`src/rtl/mult_share_arbiter.sv`:
```
// ============================================================================
//  Module      : mult_share_arbiter (with eightbitmultiplier)
//  Description : Round-robin sharing of one combinational 8x8 unsigned array
//                multiplier among NUM_REQ valid/ready requesters. Results are
//                registered into a single-entry, id-tagged output buffer.
//  Revision    : 1.0 - initial release
// ============================================================================
`default_nettype none

// Combinational 8x8 unsigned array multiplier built from shifted partial
// products summed row by row.
module eightbitmultiplier (
  input  logic [7:0]  a,
  input  logic [7:0]  b,
  output logic [15:0] p
);

  logic [15:0] w_pp [8];
  logic [15:0] w_acc;

  // One partial-product row per multiplier bit: a shifted left by the row index
  for (genvar i = 0; i < 8; i++) begin : g_pp_row
    assign w_pp[i] = b[i] ? ({8'd0, a} << i) : 16'd0;
  end

  // Sum the partial-product rows; the 16-bit sum cannot overflow (255*255 = 65025)
  always_comb begin
    w_acc = 16'd0;
    for (int i = 0; i < 8; i++) begin
      w_acc = w_acc + w_pp[i];
    end
  end

  assign p = w_acc;

endmodule

module mult_share_arbiter #(
  parameter int NUM_REQ = 4,
  parameter int ID_W    = 2
) (
  input  logic                 clk,
  input  logic                 rst,
  input  logic [NUM_REQ-1:0]   req_valid,
  input  logic [8*NUM_REQ-1:0] req_x,
  input  logic [8*NUM_REQ-1:0] req_y,
  output logic [NUM_REQ-1:0]   req_ready,
  output logic                 resp_valid,
  output logic [15:0]          resp_p,
  output logic [ID_W-1:0]      resp_id,
  input  logic                 resp_ready,
  output logic [15:0]          ops_done
);

  // --------------------------------------------------------------------------
  // Registered state
  // --------------------------------------------------------------------------
  logic [ID_W-1:0] r_rr_ptr;
  logic            r_resp_valid;
  logic [15:0]     r_resp_p;
  logic [ID_W-1:0] r_resp_id;
  logic [15:0]     r_ops_done;

  // --------------------------------------------------------------------------
  // Combinational signals
  // --------------------------------------------------------------------------
  logic [7:0]         w_x_arr [NUM_REQ];
  logic [7:0]         w_y_arr [NUM_REQ];
  logic [ID_W-1:0]    w_grant;
  logic [ID_W-1:0]    w_idx;
  logic               w_found;
  int                 w_sum;
  logic               w_can_accept;
  logic               w_drain;
  logic [NUM_REQ-1:0] w_ready;
  logic               w_transfer;
  logic [ID_W-1:0]    w_next_ptr;
  logic [7:0]         w_mul_x;
  logic [7:0]         w_mul_y;
  logic [15:0]        w_product;

  // Split the flat operand buses into per-requester bytes
  for (genvar i = 0; i < NUM_REQ; i++) begin : g_operand_split
    assign w_x_arr[i] = req_x[8*i +: 8];
    assign w_y_arr[i] = req_y[8*i +: 8];
  end

  // The buffer can take a new result when empty or when it drains this cycle
  assign w_can_accept = !r_resp_valid || resp_ready;
  assign w_drain      = r_resp_valid && resp_ready;

  // Round-robin search: first valid requester at or above r_rr_ptr, with wrap
  always_comb begin
    w_grant = '0;
    w_found = 1'b0;
    w_idx   = '0;
    w_sum   = 0;
    for (int k = 0; k < NUM_REQ; k++) begin
      w_sum = int'(r_rr_ptr) + k;
      if (w_sum >= NUM_REQ) begin
        w_sum = w_sum - NUM_REQ;
      end
      w_idx = ID_W'(w_sum);
      if (!w_found && req_valid[w_idx]) begin
        w_found = 1'b1;
        w_grant = w_idx;
      end
    end
  end

  // One-hot grant, gated by buffer space and held off entirely during reset.
  // It depends only on req_valid and buffer state, never on the operands.
  always_comb begin
    w_ready = '0;
    if (!rst && w_can_accept && w_found) begin
      w_ready = NUM_REQ'(1) << w_grant;
    end
  end

  assign req_ready  = w_ready;
  assign w_transfer = |(req_valid & w_ready);

  // Pointer advances to the requester just past the winner
  assign w_next_ptr = (w_grant == ID_W'(NUM_REQ - 1)) ? '0 : (w_grant + 1'b1);

  // Steer the winner's operands into the single shared multiplier
  assign w_mul_x = w_x_arr[w_grant];
  assign w_mul_y = w_y_arr[w_grant];

  eightbitmultiplier u_mult (
    .a (w_mul_x),
    .b (w_mul_y),
    .p (w_product)
  );

  // Output buffer and round-robin pointer; a new transfer reloads the buffer
  // even while it drains, giving one result per cycle
  always_ff @(posedge clk) begin
    if (rst) begin
      r_resp_valid <= 1'b0;
      r_resp_p     <= 16'd0;
      r_resp_id    <= '0;
      r_rr_ptr     <= '0;
    end else if (w_transfer) begin
      r_resp_valid <= 1'b1;
      r_resp_p     <= w_product;
      r_resp_id    <= w_grant;
      r_rr_ptr     <= w_next_ptr;
    end else if (w_drain) begin
      r_resp_valid <= 1'b0;
    end
  end

  // Completed-response counter; wraps naturally at 16 bits
  always_ff @(posedge clk) begin
    if (rst) begin
      r_ops_done <= 16'd0;
    end else if (w_drain) begin
      r_ops_done <= r_ops_done + 16'd1;
    end
  end

  assign resp_valid = r_resp_valid;
  assign resp_p     = r_resp_p;
  assign resp_id    = r_resp_id;
  assign ops_done   = r_ops_done;

endmodule

`default_nettype wire

```
`config.mk`:
```
export PLATFORM = sky130hd
export DESIGN_NAME = mult_share_arbiter
export DESIGN_NICKNAME = d
export VERILOG_FILES = /design/src/rtl/mult_share_arbiter.sv
export SDC_FILE = /design/constraint.sdc
export NUM_CORES = 1
export LEC_CHECK = 0
export CORE_MARGIN = 8
export CORE_UTILIZATION = 45
export DETAILED_ROUTE_END_ITERATION = 10
export PLACE_DENSITY = 0.84
export SYNTH_ARGS = -nofsm -noshare
export SYNTH_HDL_FRONTEND = slang
export SYNTH_SLANG_ARGS = --single-unit
```
`constraint.sdc`:
```
create_clock -name clk -period 5.5 [get_ports clk]
set_input_delay 0.825 -clock clk [delete_from_list [all_inputs] [get_ports clk]]
set_output_delay 0.825 -clock clk [all_outputs]
set_load 0.01 [all_outputs]
```
==> flow_metrics.env <==
export IMPL_fin_skew_ns=0.00696
export IMPL_clock_latency_ns=0.29
export IMPL_fin_hold_ws_ns=0.458
export IMPL_start_kind="primary input"
export IMPL_htreeDepth=2
export IMPL_grt_usage=0.195
export IMPL_grt_setup_unrepaired="yes"
export IMPL_n_antenna_cell=0
export IMPL_die_width_um=111
export IMPL_cp_cell_sequence="buf_6 > nand3b_1 > a2bb2oi_4 > buf_6 > buf_16 > mux2i_2 > mux2_4 > buf_4 > nor2_4 > fa_1 > fa_1 > fa_1 > ha_4 > ha_4 > fa_2 > a21o_1 > a21oi_4 > o21a_1 > nor2_2 > o311a_1 > a32o_1"
export IMPL_drive_gt1_frac=0.251
export IMPL_worstMarginPinSlew_ns=0.754
export IMPL_areaGrowthSynthToFinish_pct=53.3
export IMPL_clk_pin_slew_ns=0.07
export IMPL_path_max_fanout=7
export IMPL_yosys_top_cells_count="nor2_1 (61), inv_1 (39), fa_1 (38)"
export IMPL_synth_edf_count=0
export IMPL_clock_sinks=37
export IMPL_synthTopCellsByArea="fa_1 (19%), dfxtp_1 (18%), ha_1 (11%)"
export IMPL_multi_input_area_sq_um=3410
export IMPL_vias_per_cell=5.68
export IMPL_cp_required_ns=5.68
export IMPL_fin_crit_sh=1.02
export IMPL_critPathArrivalTime_ns=5.80
export IMPL_yosysMostFrequentCell="nor2_1"
export IMPL_finalSetupViolCount=3
export IMPL_drt_iter0_drc=166
export IMPL_cts_tree="built"
export IMPL_num_vias=4076
export IMPL_cpMostUsedCell="fa_1"
export IMPL_cp_slowest_cell="fa_1"
export IMPL_grt_max_degree=43
export IMPL_die_h_um=111
export IMPL_coreArea_sq_um=8720
export IMPL_violations="setup timing"
export IMPL_area_sequential_sq_um=742
export IMPL_grt_pass1_wl_um=20200
export IMPL_synth_lib_cells_used_distinct=46
export IMPL_synth_area_per_cell_sq_um=9.04
export IMPL_finalWorstSetupSlack_ns=-0.120
export IMPL_holdBufCountCts=0
export IMPL_drv_slew=0
export IMPL_path_class="in -> reg"
export IMPL_row_count=34
export IMPL_wire_per_inst_um=20.0
export IMPL_nFillCells=532
export IMPL_drt_pass1_iter_count=5
export IMPL_dieArea_sq_um=12300
export IMPL_nets=753
export IMPL_clock_path_buffers=2
export IMPL_critPathCaptureType="flip-flop"
export IMPL_place_gp_congestion=0.831
export IMPL_ys_async_sr_fraction=0
export IMPL_hold_class="reg -> reg"
export IMPL_post_route_min_period_ns=5.62
export IMPL_hpwlAfterDp_um=9290
export IMPL_ant_nets=0
export IMPL_relSlewSlack=0.497
export IMPL_drv_cap=0
export IMPL_routed_wl_um=14300
export IMPL_fmaxAchievable_ghz=0.178
export IMPL_antenna_found_initial=0
export IMPL_yosysTopAreaCell="fa_1"
export IMPL_cp_slowest_stage_delay_ns=0.59
export IMPL_yosysTopAreaCellShare=0.188
export IMPL_yosysSeqAreaShare=0.183
export IMPL_synth_main_ff_cell="dfxtp_1"
export IMPL_initial_core_util=0.463
export IMPL_cts_root_buffer="clkbuf_8"
export IMPL_yosys_warnings=0
export IMPL_syn_nets=592
export IMPL_drcViolationCount=0
export IMPL_pin_count=110
export IMPL_status="finished with violations"
export IMPL_synthCells=447
export IMPL_grt_pass1_vias=4177
export IMPL_io_buffers=109
export IMPL_hold_violations=0
export IMPL_netlist_area_sq_um=4040
export IMPL_numCtsBuffers=5
export IMPL_synth_seq_cells=37
export IMPL_gr_total_overflow=0
## state kept, by name, indices dropped and copies added (netlist names)
| name | count |
|---|---|
| r_rr_ptr | 2 |
| ops_done | 16 |
| resp_valid | 1 |
| resp_id | 2 |
| resp_p | 16 |
## worst max-delay path: cells and delay by family
| kind | cells | cell delay [ns] |
|---|---|---|
| adder cells (fa/ha/maj) | 6 | 2.33 |
| AND/OR/NAND/NOR | 3 | 0.28 |
| AO/OA/AOI/OAI | 6 | 1.35 |
| multiplexers | 2 | 0.49 |
| buffers and inverters | 4 | 0.52 |
## per-layer routing
metal  wire length, um  track usage  up-vias  part of all wire
met4               702       0.0721        0             0.049
met5                 0            0        -                 0
li1                  -            -     1826                 -
met3               710       0.0249       53             0.050
met1              5140        0.211     2016              0.36
met2              7760        0.372      181              0.54
## logic make-up after synthesis
logic type      Yosys count  synth area share
compound gates           58            0.0901
fa+ha+maj                74             0.300
mux                      50             0.137
xor+xnor                 16            0.0347
buf+inv                  54            0.0656
simple gates            158             0.189
flops                    37             0.183
## layout make-up
cell class / instances / area share
multi-input cells: 356 / 0.551
repair buffers: 169 / 0.271
flip-flops and latches: 37 / 0.120
inverters: 39 / 0.0236
well taps: 108 / 0.0218
clock buffers: 6 / 0.0117
clock inverters: 2 / 0.00162
## repair_timing
item                                    CTS  global route
buffers inserted                          7             3
cloned                                    3             1
endpoints found under the setup margin    8             7
pin swaps                                15            45
resized for setup                        40            69
## worst paths after layout
kind / start / endpoint / slack (ns) / cells after the start
min reg2reg: resp_p[4] / resp_p[4] / 0.46 / 2
max reg2reg: r_rr_ptr[1] / resp_p[13] / -0.05 / 18
min: resp_p[4] / resp_p[4] / 0.46 / 2
max: req_valid[1] / resp_p[13] / -0.12 / 21
## layout by cell type, fill, tap and decap left out, drive strengths merged, types with 3 or more instances in the layout
master         synthesis  routed
clkdlybuf4s50          0     105
a211oi                 3       3
nand4                  5       5
nor2                  61      61
and4                   3       3
or3                    5       5
and2                   6       6
inv                   39      39
nand2                 36      36
dfxtp                 37      37
a21o                   4       4
xor2                  10      10
buf                    9      62
fa                    38      38
nand3b                 4       4
clkbuf                 6       8
mux2i                 34      34
nand3                  6       6
nor3                   4       4
ha                    36      36
xnor2                  6       6
mux2                  16      16
o21ai                  9       9
or2                   18      18
a21oi                 31      31
## per-stage QoR
step | instances | TNS (ns) | utilization | worst slack (ns) | area, sq um
6_report | 717 | -0.151 | 0.711 | -0.120 | 6200
5_1_grt | 717 | -0.784 | 0.711 | -0.227 | 6200
4_1_cts | 714 | 0 | 0.673 | 0.00706 | 5870
3_5_place_dp | 696 | -4.82 | 0.642 | -0.706 | 5600
2_1_floorplan | 447 | 0 | - | 0.00578 | 4090
3_3_place_gp | 696 | -3.63 | 0.642 | -0.555 | 5600
Power is not shown: default switching activity piles up to over one toggle a cycle in this logic, so the estimate is an artifact.
